$ cat src/rtl/hazard_unit.sv
// Stall and operand-forwarding control for the 5-stage core.
// Define HAZARD_W_FWD_EN to let D-stage operands forward from W (select 3).
module hazard_unit #(
  parameter int TW = 3,
  parameter int RW = 5
) (
  input  logic          clk,
  input  logic          reset,
  input  logic [RW-1:0] rs_D,
  input  logic [RW-1:0] rt_D,
  input  logic [TW-1:0] tuse_Drs,
  input  logic [TW-1:0] tuse_Drt,
  input  logic [TW-1:0] tnew_D,
  input  logic          rfwe_D,
  input  logic [RW-1:0] wreg_D,
  output logic          stall,
  output logic [1:0]    fwd_rs_D,
  output logic [1:0]    fwd_rt_D,
  output logic [1:0]    fwd_rs_E,
  output logic [1:0]    fwd_rt_E,
  output logic          fwd_rt_M
);

`ifdef HAZARD_W_FWD_EN
  localparam logic W_FWD = 1'b1;
`else
  localparam logic W_FWD = 1'b0;
`endif

  logic [RW-1:0] rs_e_q, rs_e_d, rt_e_q, rt_e_d;
  logic [RW-1:0] wreg_e_q, wreg_e_d;
  logic          rfwe_e_q, rfwe_e_d;
  logic [TW-1:0] tnew_e_q, tnew_e_d;
  logic [RW-1:0] rt_m_q, rt_m_d, wreg_m_q, wreg_m_d;
  logic          rfwe_m_q, rfwe_m_d;
  logic [TW-1:0] tnew_m_q, tnew_m_d;
  logic [RW-1:0] wreg_w_q, wreg_w_d;
  logic          rfwe_w_q, rfwe_w_d;

  function automatic logic [TW-1:0] dec_sat(
    input logic [TW-1:0] t
  );
    return (t == '0) ? '0 : t - TW'(1);
  endfunction

  function automatic logic hit(
    input logic          we,
    input logic [RW-1:0] w,
    input logic [RW-1:0] r
  );
    return we && (w == r) && (r != '0);
  endfunction

  // Youngest matching producer decides; an unready one
  // yields 0 because the stall covers that case.
  function automatic logic [1:0] sel_d(
    input logic he, input logic re,
    input logic hm, input logic rm,
    input logic hw
  );
    if (he)      return re ? 2'd2 : 2'd0;
    else if (hm) return rm ? 2'd1 : 2'd0;
    else         return (hw && W_FWD) ? 2'd3 : 2'd0;
  endfunction

  function automatic logic [1:0] sel_e(
    input logic hm, input logic rm,
    input logic hw
  );
    if (hm)      return rm ? 2'd1 : 2'd0;
    else if (hw) return 2'd2;
    else         return 2'd0;
  endfunction

  logic e_rs, e_rt, m_rs, m_rt, w_rs, w_rt;
  logic rdy_e, rdy_m;

  always_comb begin
    e_rs  = hit(rfwe_e_q, wreg_e_q, rs_D);
    e_rt  = hit(rfwe_e_q, wreg_e_q, rt_D);
    m_rs  = hit(rfwe_m_q, wreg_m_q, rs_D);
    m_rt  = hit(rfwe_m_q, wreg_m_q, rt_D);
    w_rs  = hit(rfwe_w_q, wreg_w_q, rs_D);
    w_rt  = hit(rfwe_w_q, wreg_w_q, rt_D);
    rdy_e = (tnew_e_q == '0);
    rdy_m = (tnew_m_q == '0);

    stall = (e_rs && (tuse_Drs < tnew_e_q))
          | (m_rs && (tuse_Drs < tnew_m_q))
          | (e_rt && (tuse_Drt < tnew_e_q))
          | (m_rt && (tuse_Drt < tnew_m_q));

    fwd_rs_D = sel_d(e_rs, rdy_e, m_rs, rdy_m, w_rs);
    fwd_rt_D = sel_d(e_rt, rdy_e, m_rt, rdy_m, w_rt);

    fwd_rs_E = sel_e(hit(rfwe_m_q, wreg_m_q, rs_e_q), rdy_m,
                     hit(rfwe_w_q, wreg_w_q, rs_e_q));
    fwd_rt_E = sel_e(hit(rfwe_m_q, wreg_m_q, rt_e_q), rdy_m,
                     hit(rfwe_w_q, wreg_w_q, rt_e_q));
    fwd_rt_M = hit(rfwe_w_q, wreg_w_q, rt_m_q);
  end

  always_comb begin
    rs_e_d   = rs_D;
    rt_e_d   = rt_D;
    wreg_e_d = wreg_D;
    rfwe_e_d = rfwe_D;
    tnew_e_d = dec_sat(tnew_D);
    if (stall) begin
      rs_e_d   = '0;
      rt_e_d   = '0;
      wreg_e_d = '0;
      rfwe_e_d = 1'b0;
      tnew_e_d = '0;
    end
    rt_m_d   = rt_e_q;
    wreg_m_d = wreg_e_q;
    rfwe_m_d = rfwe_e_q;
    tnew_m_d = dec_sat(tnew_e_q);
    wreg_w_d = wreg_m_q;
    rfwe_w_d = rfwe_m_q;
  end

  always_ff @(posedge clk or posedge reset) begin
    if (reset) begin
      rs_e_q   <= '0;
      rt_e_q   <= '0;
      wreg_e_q <= '0;
      rfwe_e_q <= 1'b0;
      tnew_e_q <= '0;
      rt_m_q   <= '0;
      wreg_m_q <= '0;
      rfwe_m_q <= 1'b0;
      tnew_m_q <= '0;
      wreg_w_q <= '0;
      rfwe_w_q <= 1'b0;
    end else begin
      rs_e_q   <= rs_e_d;
      rt_e_q   <= rt_e_d;
      wreg_e_q <= wreg_e_d;
      rfwe_e_q <= rfwe_e_d;
      tnew_e_q <= tnew_e_d;
      rt_m_q   <= rt_m_d;
      wreg_m_q <= wreg_m_d;
      rfwe_m_q <= rfwe_m_d;
      tnew_m_q <= tnew_m_d;
      wreg_w_q <= wreg_w_d;
      rfwe_w_q <= rfwe_w_d;
    end
  end

endmodule

$ cat config.mk
export PLATFORM = sky130hd
export DESIGN_NAME = hazard_unit
export DESIGN_NICKNAME = d
export VERILOG_FILES = /design/src/rtl/hazard_unit.sv
export SDC_FILE = /design/constraint.sdc
export NUM_CORES = 1
export LEC_CHECK = 0
export ABC_CLOCK_PERIOD_IN_PS = 4100
export BUFFER_PORTS_ARGS = -buffer_cell sky130_fd_sc_hd__buf_2
export CAP_MARGIN = 20
export CORE_UTILIZATION = 55
export CTS_CLUSTER_SIZE = 28
export DETAILED_ROUTE_END_ITERATION = 10
export PLACE_DENSITY_LB_ADDON = 0.05
export SYNTH_ARGS = -nofsm -noshare
export SYNTH_HDL_FRONTEND = slang
export SYNTH_SLANG_ARGS = --single-unit
$ cat constraint.sdc
create_clock -name clk -period 4.1 [get_ports clk]
set_input_delay 0.615 -clock clk [delete_from_list [all_inputs] [get_ports clk]]
set_output_delay 0.615 -clock clk [all_outputs]
set_load 0.01 [all_outputs]
# After elaboration in Yosys (flattened, before gate mapping)
# Cells that the tools add are included.
[classes]
n_addsub = 2
n_lt_le_gt_ge = 4
n_eq_ne = 9
muxes = 17
bitwise_logic = 3
reduce_logical = 30
[ops]
columns = ["operator", "n"]
rows = [
  ["$eq A5 B5 Y1", 9],
  ["$reduce_bool A5 Y1", 5],
  ["$logic_and A1 B1 Y1", 22],
  ["$mux W5", 3],
  ["$mux W2", 7],
  ["$lt A3 B3 Y1", 4],
  ["$logic_not A3 Y1", 3],
  ["$mux W3", 3],
  ["$sub A3 B1 Y3 const B", 2],
  ["$mux W1", 4],
  ["$or A1 B1 Y1", 3],
]
[word_totals]
reg_bits = 39
in_bits = 27
out_inout_bits = 10
word_cells = 76

# Longest topological paths before layout
# Gate-level depths: netlist of run 1.
[depth]
word_depth = 8
mapped_depth = 7
mapped_depth_nobuf = 6

# Worst setup path after synthesis of run 1
# Ideal clock, no wire load.
[synth_path]
path_type = "input port to output port"
from = "input rt_D[1]"
to = "output stall"
t_arrival_ns = 1.924
required_ns = 3.485
slack_ns = 1.561
path_stages = 6
n_path_buf = 1
cell_sequence = "or4_4 -> o211ai_2 -> a2111oi_0 -> nor4_2 -> buf_2 -> inv_1"
[synth_between]
elab_chain_len = 6
elab_cells_between_ends = 11
cone_classes = "2 x eq/ne; 2 x bitwise; 7 x reduce/logical"
[synth_lines]
columns = ["item", "line", "text"]
rows = [
  ["start, declared", "10", "input logic [RW-1:0] rt_D,"],
  ["$eq A5 B5 Y1", "51", "return we && (w == r) && (r != '0);"],
  ["$logic_and A1 B1 Y1 (2 in series)", "51", ""],
  ["$logic_and A1 B1 Y1", "90", "| (e_rt && (tuse_Drt < tnew_e_q))"],
  ["$or A1 B1 Y1", "90", ""],
  ["$or A1 B1 Y1 (*)", "91", "| (m_rt && (tuse_Drt < tnew_m_q));"],
  ["end, declared", "16", "output logic stall,"],
]
# Every way passes the cells marked *; elsewhere a longest branch is shown, timed or not.

# Final worst setup path of run 1
# Ends and elaborated chain as after synthesis.

==> summary.md, run 1 <==
| Metric | Value |
|---|---|
| Antenna viol nets, final | 0 |
| Io pins | 37 |
| Async SR Flop Fraction | between 90% and 100% |
| Die height | around 63 um |
| Syn_area_per_cell | 11.16 um2 |
| Synth Register Bits | 39 |
| Commonest register cell after synthesis | dfrtp_1 |
| CTS buffer count | 5 |
| Initial antenna violation count | 0 |
| Slew Limit Fails | 0 |
| Register area | 975.9 um2 |
| Area of the multi-input gates | approximately 1000 um2 |
| Top cell type's share of synthesized area | a little under half |
| Cells on worst reg2reg path | 7 |
| Crit path launch type | input port |
| Core Area | 3468 um2 |
| Bufs on Longest Clock Path | 2 |
| Critical Path End Type | output port |
| Vias in the first global route | approximately 1500 |
| Routed length per instance | around 15 um |
| Grt ovf | 0 |
| CTS Hold Buffers Added | 0 |
| Worst EP required | 3.48 ns |
| N_diodes | 0 |
| Setup TNS | 0 ns |
| Unrepaired setup endpoints after global routing | false |
| Tmin final | approximately 2.9 ns |
| VDD IR max | ~0.29 mV |
| Drt first pass iters | 4 |
| First-pass GRT wire length | around 7 mm |
| Power Density | about 380 nW/um2 |
| Post-synth EDFFs | 0 |
| Final Hold Vio Count | 0 |
| Highest Clock Rate | roughly 0.34 GHz |
| Final WL | 4.152 mm |
| Vias post-DR | about 1500 |
| Sequential-to-total area share from yosys stat | 47.02% |
| Drt via density | 5.401 |
| # resized after CTS | 0 |
| Period utilisation layout | 71.61% |
| DR iter-0 viols | 38 |
| Clock latency on the worst-skew pair | about 0.30 ns |
| Type of the worst setup path | input port to output port |
| Final #Nets | roughly 270 |
| Maximum number of pins on one net before global-route repair | 40 |
| Critical Path AT | between 2 and 2.5 ns |
| Post-CTS setup buffer count | 0 |
| Initial Util | between 50% and 60% |
| Clock Skew | between 0.01 and 0.015 ns |
| Number of buffers added on ports | 36 |
| DIE AREA | 4024 um2 |
| Die boundary width | approximately 63 um |
| # clock sinks | 39 |
| Final core utilization | 69.95% |
| CTS H-Tree Depth | 2 |
| Mapped Area | between 2000 and 2500 um2 |
| Share of layout cells above drive strength 1 | 23.25% |
| Final Setup Violations | 0 |
| Synth area leaders | dfrtp_1, xnor2_1, ha_1, and2_1, xor2_1 |
| GRT Overall Usage | a little under a quarter |
| Clock transition at path regs | about 0.09 ns |
| Mapped Cells | 186 |
| Status | finished, final reports clean |
| Post-DP HPWL | about 3.3 mm |
| Static leakage | about 1.1 nW |
| Synth-to-Final Area Change | 16.88% |
| Maxcap violations | 0 |
| Root buffer cell | clkbuf_8 |
| Cell taking the most area after synthesis | dfrtp_1 |
| Synth unique cells | 27 |
| DRC | 0 |
| Hold WC Path Type | input port to asynchronous set/reset pin |
| Fillers | between 200 and 300 |
| Rows | 21 |
| Worst-Margin Slew | roughly 0.6 ns |
| Worst Path Max Fanout | 20 |
| Mapped Nets | around 230 |
| Rel. slew slack | about three fifths |
| Yosys warning count | 0 |
| CTS tree | built |
| Routability cong. | approximately 0.9 |
-- registers in the layout, summed over array words and instances, names as in the netlist, 3 cells and up --
signal and count:
rs_e_q 5, rt_e_q 5, rt_m_q 5, tnew_e_q 3, tnew_m_q 3, wreg_e_q 5, wreg_m_q 5, wreg_w_q 5
-- per-layer routing --
layer / GRT usage, % / up-vias / routed length (um) / part of all wire, %
li1: - / 714 / - / -
met1: 28.57 / 714 / 1822 / 44
met2: 38.43 / 42 / 2076 / 50
met3: 6.522 / 10 / 165 / 4.0
met4: 10.80 / 0 / 87 / 2.1
met5: 0 / - / 0 / 0
-- cells in the mapped netlist (2+ instances only) --
| library cell | number |
|---|---|
| inv_1 | 9 |
| xor2_1 | 7 |
| nor3_1 | 2 |
| o211ai_1 | 2 |
| nand2_1 | 5 |
| nor2_1 | 7 |
| a2111oi_0 | 4 |
| ha_1 | 12 |
| nor4_1 | 8 |
| or4_1 | 2 |
| and2_1 | 21 |
| dfrtp_1 | 39 |
| clkbuf_1 | 2 |
| nand4_1 | 8 |
| o211ai_2 | 2 |
| a21o_1 | 4 |
| buf_2 | 2 |
| nand2b_1 | 4 |
| or4_4 | 2 |
| xnor2_1 | 37 |
-- area by class of cell --
class,count,area share (%)
clock buffers,5,2.837
clock inverters,3,1.908
inverters,9,1.392
multi-input cells,134,43.22
flip-flops and latches,39,40.23
well taps,46,2.372
repair buffers,38,8.045
-- metrics by stage --
stage | instances | hold WS [ns] | worst slack, ns | area (um2) | power [mW]
final | 274 | 0.4089 | 1.164 | 2426 | 0.9175
after floorplan | 186 | 0.3519 | 1.561 | 2076 | 0.5475
after global placement | 266 | 0.4051 | 1.245 | 2311 | 0.5929
after CTS | 274 | 0.4188 | 1.144 | 2426 | 0.9241
after detailed placement | 266 | 0.4023 | 1.149 | 2311 | 0.6013
after global routing | 274 | 0.4396 | 1.071 | 2426 | 0.9612
-- final timing paths --
| check | start | end | slack, ns |
|---|---|---|---|
| worst max-delay path | rt_D[1] | stall | 1.16 |
| worst min-delay path | reset | rt_e_q[2] | 0.41 |
| worst max register to register | tnew_m_q[1] | rs_e_q[0] | 2.00 |
| worst min register to register | rfwe_e_q | rfwe_m_q | 0.42 |
| max in group asynchronous | reset | rfwe_m_q | 3.36 |
| min in group clk | rfwe_e_q | rfwe_m_q | 0.42 |
-- where the power goes --
group | total [mW] | leakage, nW | switching (mW) | internal (mW)
combinational | 0.141 | 0.559 | 0.0674 | 0.0739
sequential | 0.451 | 0.461 | 0.0381 | 0.413
clock | 0.325 | 0.0548 | 0.142 | 0.183
total | 0.918 | 1.08 | 0.247 | 0.670
-- layout by cell type (no fill, tap or decap), drive strengths merged --
master / netlist / layout
a2111oi: 4 / 4
dfrtp: 39 / 39
o21ai: 1 / 1
inv: 9 / 10
nor2: 7 / 7
nor4: 9 / 9
or3: 1 / 1
nand2b: 4 / 4
bufinv: 0 / 1
or4: 4 / 4
xor2: 7 / 7
nand2: 5 / 5
nor3b: 1 / 1
a21oi: 1 / 1
and3: 1 / 1
ha: 12 / 12
o211ai: 4 / 4
and2: 21 / 21
clkbuf: 2 / 5
nand4: 8 / 8
clkinvlp: 0 / 1
buf: 2 / 38
nor3: 2 / 2
xnor2: 37 / 37
a21o: 4 / 4
a21boi: 1 / 1
-- kinds of logic after synthesis --
logic type                 share of synthesized area [%]
AOI/OAI and AO/OA                                  6.087
adders and majority gates                          7.233
DFF                                                47.02
xor gates and xnor gates                           18.57
buffers and inverters                              2.471
and+or+nand+nor                                    18.63
-- worst max-delay path, cell delays in order --
cell	delay (ns)
buf_2	0.13
or4_4	0.55
o211ai_2	0.18
a2111oi_0	0.10
nor4_2	0.30
buf_4	0.25
inv_1	0.05
buf_2	0.13
Note: power is estimated with default switching activity, not from simulation.
==> inputs of run 2 (changes only) <==
ABC_AREA = 1   (was default)
ABC_CLOCK_PERIOD_IN_PS = 2700   (was 4100)
CORE_UTILIZATION = 51   (was 55)
clock period = 2.7 ns   (was 4.1 ns; I/O delays follow)
==> run 2 against run 1 <==
Effect of this change: the run now ends with design-rule violations left; non-clock buffer count down 1; combinational power up 89%; final area up 12%; sequential power up 51%; flip-flop and latch count unchanged; power up 50%; first-iteration DRC count rose to 2.5 times the previous value; count of clock-buffer cells in the layout up 3; sequential share of layout area down 4.2 points; via count up 36%; critical endpoint unchanged.
==> summary.md, run 2 <==
| Metric | Value |
|---|---|
| Worst-Margin Slew | 0.6929 ns (+0.09421 ns) |
| Number of buffers added on ports | 36 (unchanged) |
| Vias in the first global route | 1909 (+26%) |
| CTS buffer count | 5 (unchanged) |
| Hold WC Path Type | input port to asynchronous set/reset pin |
| Period utilisation layout | between 80% and 90% |
| VDD IR max | 0.2713 mV (-5.1%) |
| Sequential-to-total area share from yosys stat | 40.77% (-6.2 points) |
| Top cells by count, synth | nand2_1, inv_1, dfrtp_1, nor2_1 |
| Drt via density | 5.093 (-5.7%) |
| Top cell type's share of synthesized area | 40.77% (-6.2 points) |
| DRC | 6 (+6) |
| Final WL | 5.116 mm (+23%) |
| Post-synth EDFFs | 0 (unchanged) |
| Highest Clock Rate | 0.4587 GHz |
| # resized after CTS | 0 (unchanged) |
| Drt first pass iters | 7 (+3) |
| Rel. slew slack | 53.45% (-5.6 points) |
| Rows | 24 (+14%) |
| DIE AREA | 4971 um2 (+24%) |
| Final Setup Violations | 0 (unchanged) |
| Syn_area_per_cell | 7.952 um2 (-29%) |
| Tmin final | approximately 2.2 ns |
| Clock Skew | 0.003940 ns (-0.007212 ns) |
| Post-CTS setup buffer count | 0 (unchanged) |
| Setup TNS | 0 ns (unchanged) |
| Type of the worst setup path | register to output port |
| Die boundary width | 70.51 um (+11%) |
| CTS tree | built |
| Antenna viol nets, final | 0 (unchanged) |
| Final Hold Vio Count | 0 (unchanged) |
| Synth area leaders | dfrtp_1, nand2_1, inv_1, ha_1, nor3_2 |
| Placement Cell Area | 2606 um2 (+13%) |
| Final #Nets | 382 (+44%) |
| Global Route met2 Usage | 37.54% (-0.89 points) |
| Slew Limit Fails | 0 (unchanged) |
| N_diodes | 0 (unchanged) |
| Power Density | 509.6 nW/um2 (+35%) |
| Synth-to-Final Area Change | 13.07% |
| Grt ovf | 0 (unchanged) |
| Most frequent cells in the layout | nand2_1, inv_1, dfrtp_1 |
| Flop-to-flop setup slack | 0.98 ns (-1.02 ns) |
| Synth Register Bits | 39 (unchanged) |
| Maxcap violations | 0 (unchanged) |
| Met1 GRT Util | 32.16% (+3.6 points) |
| Routability cong. | 0.8415 (-6.6%) |
| Status | finished, violations left |
| Initial Util | 53.86% (-6.0 points) |
| GRT Overall Usage | 23.39% (-0.088 points) |
| Die height | 70.51 um (+11%) |
| Vias post-DR | 2017 (+36%) |
| Unrepaired setup endpoints after global routing | false |
| Io pins | 37 (unchanged) |
| First-pass GRT wire length | 8.928 mm (+28%) |
| Bufs on Longest Clock Path | 2 (unchanged) |
| Initial antenna violation count | 0 (unchanged) |
| Worst EP required | 2.30 ns (-1.18 ns) |
| DR iter-0 viols | 95 (+150%) |
| Maximum number of pins on one net before global-route repair | 40 (unchanged) |
| Clock transition at path regs | 0.07 ns (-0.02 ns) |
| Critical Path AT | 1.77 ns (-0.55 ns) |
| # clock sinks | 39 (unchanged) |
| Critical Path End Type | output port |
| Share of layout cells above drive strength 1 | 22.67% (-0.57 points) |
| Static leakage | 1.424 nW (+32%) |
| Most common cell in the netlist | nand2_1 |
| Crit path launch type | register |
| Register area | 975.9 um2 (unchanged) |
| Mapped Cells | 301 (+62%) |
| Fillers | 416 (+45%) |
| Failing checks | design-rule violations |
| Final non-filler cell area | 2706 um2 (+12%) |
| Core Area | 4444 um2 (+28%) |
| Routed length per instance | 12.92 um (-15%) |
| Mapped Nets | 340 (+51%) |
| Mapped Area | 2394 um2 (+15%) |
| Root buffer cell | clkbuf_8 |
| Worst Path Max Fanout | 3 (-85%) |
| CTS H-Tree Depth | 2 (unchanged) |
| Cell taking the most area after synthesis | dfrtp_1 |
| Yosys warning count | 0 (unchanged) |
| Commonest non-fill, non-tap cell in the layout | nand2_1 |
| Clock latency on the worst-skew pair | 0.29 ns (about the same) |
| Area of the multi-input gates | 1171 um2 (+12%) |
| Commonest register cell after synthesis | dfrtp_1 |
| Grt met3 use | 4.329% (-2.2 points) |
| CTS Hold Buffers Added | 0 (unchanged) |
| Post-DP HPWL | 3.957 mm (+21%) |
| Async SR Flop Fraction | 100.0% (unchanged) |
| Layer with the highest usage | met2 |
| Synth unique cells | 25 (-7.4%) |
==> run 2: final timing paths <==
path / from / to / cells after the start
min in group clk: wreg_D[0] / wreg_e_q[0] / 3
max in group asynchronous: reset / tnew_m_q[2] / 3
worst min register to register: rfwe_e_q / rfwe_m_q / 0
worst max register to register: tnew_e_q[2] / tnew_e_q[0] / 7
worst min-delay path: reset / rt_e_q[2] / 3
worst max-delay path: tnew_e_q[2] / stall / 7
==> run 2: through the flow <==
step                      instances  hold WS, ns  setup slack (ns)  utilization (%)  total power [mW]
after CTS                       396       0.2305            0.5099            60.90             1.390
after detailed placement        388       0.3658            0.7494            58.64            0.9584
after global placement          388       0.3614            0.7636            58.64            0.9520
final                           396       0.2177            0.5201            60.90             1.379
after global routing            396       0.2604            0.3759            60.90             1.459
after floorplan                 301       0.3537             1.063                -            0.8720
==> run 2: area by class of cell <==
cell class,instances,share of cell area [%]
clock buffer,8,3.699
inverter,55,7.628
multi-input combinational,205,43.27
sequential,39,36.06
tap,52,2.404
timing repair buffer,37,6.935
==> run 2: kinds of logic (layout without fill, tap and decap cells) <==
kind of cell             Yosys count  in the layout  share of synthesized area [%]
AND/OR/NAND/NOR                  151            151                          31.21
buffers and inverters             57            100                          10.30
flip-flops                        39             39                          40.77
AO/OA/AOI/OAI                     31             31                          7.423
adder cells (fa/ha/maj)           12             12                          6.273
XOR/XNOR                          11             11                          4.025
==> run 2: routing by layer <==
| metal | wire length (um) | vias to the layer above |
|---|---|---|
| met1 | 2436 | 918 |
| li1 | - | 1043 |
| met4 | 74 | 0 |
| met5 | 0 | - |
| met3 | 229 | 8 |
| met2 | 2375 | 48 |
==> run 2: where the power goes <==
part | internal (mW) | switching, mW
Sequential | 0.629 | 0.0505
Clock | 0.233 | 0.201
Combinational | 0.109 | 0.156
==> run 2: worst max-delay path: stages (launching register included) <==
cell and delay (ns):
dfrtp_1 0.41, inv_1 0.13, ha_1 0.26, a21oi_1 0.16, o21a_1 0.17, nand3_2 0.11, nand4_1 0.11, buf_2 0.13
==> inputs of run 3 (changes only) <==
ABC_CLOCK_PERIOD_IN_PS = 2100   (was 2700)
CORE_UTILIZATION = 55   (was 51)
clock period = 2.1 ns   (was 2.7 ns; I/O delays follow)
==> run 3 against run 2 <==
Effect of this change: the run now ends clean; non-clock buffer count grew 3; count of clock-buffer cells in the layout shrank 2; critical path depth is the same; cell count grew 0.25%; power grew 43%; critical path type unchanged; largest power group unchanged.
==> summary.md, run 3 (same netlist as run 2, synthesis figures left out) <==
| Metric | Value |
|---|---|
| Status | finished, final reports clean |
| GRT Overall Usage | 24.92% (+1.5 points) |
| Final core utilization | 68.46% (+7.6 points) |
| VDD IR max | 0.5417 mV (+100%) |
| Commonest non-fill, non-tap cell in the layout | nand2_1 |
| Core Area | 4086 um2 (-8.1%) |
| Routed length per instance | 12.71 um (-1.6%) |
| Bufs on Longest Clock Path | 2 (unchanged) |
| Power Density | 705.9 nW/um2 (+39%) |
| Final worst slack | 0.09861 ns (-0.4214 ns) |
| Critical Path End Type | output port |
| Critical Path AT | 1.69 ns (-0.08 ns) |
| Clock Skew | 0.004793 ns (+0.0008523 ns) |
| Number of buffers added on ports | 36 (unchanged) |
| Share of layout cells above drive strength 1 | 25.94% (+3.3 points) |
| Final #Nets | 385 (+0.79%) |
| Final WL | 5.045 mm (-1.4%) |
| Die height | 67.97 um (-3.6%) |
| Antenna viol nets, final | 0 (unchanged) |
| Routability cong. | 0.8621 (+2.4%) |
| Highest Clock Rate | approximately 0.50 GHz |
| Slew Limit Fails | 0 (unchanged) |
| Hold WC Path Type | input port to asynchronous set/reset pin |
| Crit path launch type | register |
| Drt via density | 5.093 (about the same) |
| Final non-filler cell area | 2798 um2 (+3.4%) |
| Period utilisation layout | between 90% and 100% |
| Worst-Margin Slew | 0.4787 ns (-0.2141 ns) |
| Initial antenna violation count | 0 (unchanged) |
| CTS H-Tree Depth | 2 (unchanged) |
| Rel. slew slack | 68.08% (+15 points) |
| Final Setup Violations | 0 (unchanged) |
| CTS buffer count | 5 (unchanged) |
| DRC | 0 (-6) |
| Root buffer cell | clkbuf_8 |
| # clock sinks | 39 (unchanged) |
| Grt ovf | 0 (unchanged) |
| Static leakage | 1.452 nW (+1.9%) |
| N_diodes | 0 (unchanged) |
| Placement Cell Area | 2619 um2 (+0.48%) |
| Worst EP required | 1.78 ns (-0.52 ns) |
| Worst Path Max Fanout | 3 (unchanged) |
| Final Hold Vio Count | 0 (unchanged) |
| Tmin final | about 2 ns |
| Vias post-DR | 2022 (+0.25%) |
| Rows | 23 (-4.2%) |
| Most frequent cells in the layout | nand2_1, inv_1, dfrtp_1 |
| Placed insts | 388 (unchanged) |
| Post-DP HPWL | 3.912 mm (-1.1%) |
| Vias in the first global route | 1822 (-4.6%) |
| Setup TNS | 0 ns (unchanged) |
| DIE AREA | 4620 um2 (-7.1%) |
| Synth-to-Final Area Change | 16.88% |
| CTS tree | built |
| Io pins | 37 (unchanged) |
| First-pass GRT wire length | 8.300 mm (-7.0%) |
| Drt first pass iters | 4 (-3) |
| Post-Place Worst Slack | 0.3193 ns (-0.4301 ns) |
| Clock latency on the worst-skew pair | 0.29 ns (about the same) |
| Maxcap violations | 0 (unchanged) |
| Clock transition at path regs | 0.08 ns (about the same) |
| Type of the worst setup path | register to output port |
| Unrepaired setup endpoints after global routing | true |
| Post-route insts no fill | 397 (+0.25%) |
| Maximum number of pins on one net before global-route repair | 40 (unchanged) |
| Fillers | 361 (-13%) |
| Die boundary width | 67.97 um (-3.6%) |
| DR iter-0 viols | 151 (+59%) |
| Initial Util | 58.57% (+4.7 points) |
==> run 3: critical path, cell delays in order, from the launching register on <==
cell and delay [ns]:
dfrtp_1 0.40, inv_2 0.13, ha_4 0.22, a21oi_2 0.13, o21a_1 0.17, nand3_2 0.11
nand4_1 0.11, buf_2 0.13
==> run 3: metal layers <==
layer / wire (um) / track usage [%]
met5: 0 / 0
met4: 65 / 7.292
met1: 2358 / 33.44
met3: 224 / 5.167
met2: 2397 / 40.32
==> run 3: repair_timing <==
action,CTS,global route
hold buffers,0,0
resized for setup,1,8
pin swaps,0,1
setup buffers,0,1
endpoints found under the setup margin,1,3
==> run 3: report_power, final <==
part | internal [mW] | leakage, nW | switching, mW
Combinational | 0.156 | 0.926 | 0.209
Sequential | 0.809 | 0.460 | 0.0628
Clock | 0.475 | 0.0654 | 0.263
==> run 3: layout make-up <==
type | count | area [um2] | share of cell area, %
clock buffers | 6 | 72.57 | 2.594
clock inverters | 2 | 60.06 | 2.147
inverters | 55 | 206.4 | 7.379
multi-input cells | 205 | 1207 | 43.16
flip-flops and latches | 39 | 978.4 | 34.97
well taps | 50 | 62.56 | 2.236
repair buffers | 40 | 210.2 | 7.513
==> run 3: path summary, 6_finish.rpt <==
kind | start | end | slack, ns | depth (start not counted)
max in group asynchronous | reset | wreg_m_q[3] | 1.62 | 3
max reg2reg | tnew_e_q[2] | rt_e_q[4] | 0.47 | 7
min reg2reg | rfwe_e_q | rfwe_m_q | 0.38 | 0
min in group clk | wreg_D[0] | wreg_e_q[0] | 0.23 | 3
max | tnew_e_q[2] | stall | 0.1 | 7
min | reset | tnew_e_q[1] | 0.13 | 3
==> run 3: through the flow <==
step,total power [mW],hold slack [ns]
after global routing,2.086,0.2033
after floorplan,1.121,0.3537
after detailed placement,1.238,0.3586
after CTS,1.980,0.1400
after global placement,1.229,0.3575
final,1.975,0.1288
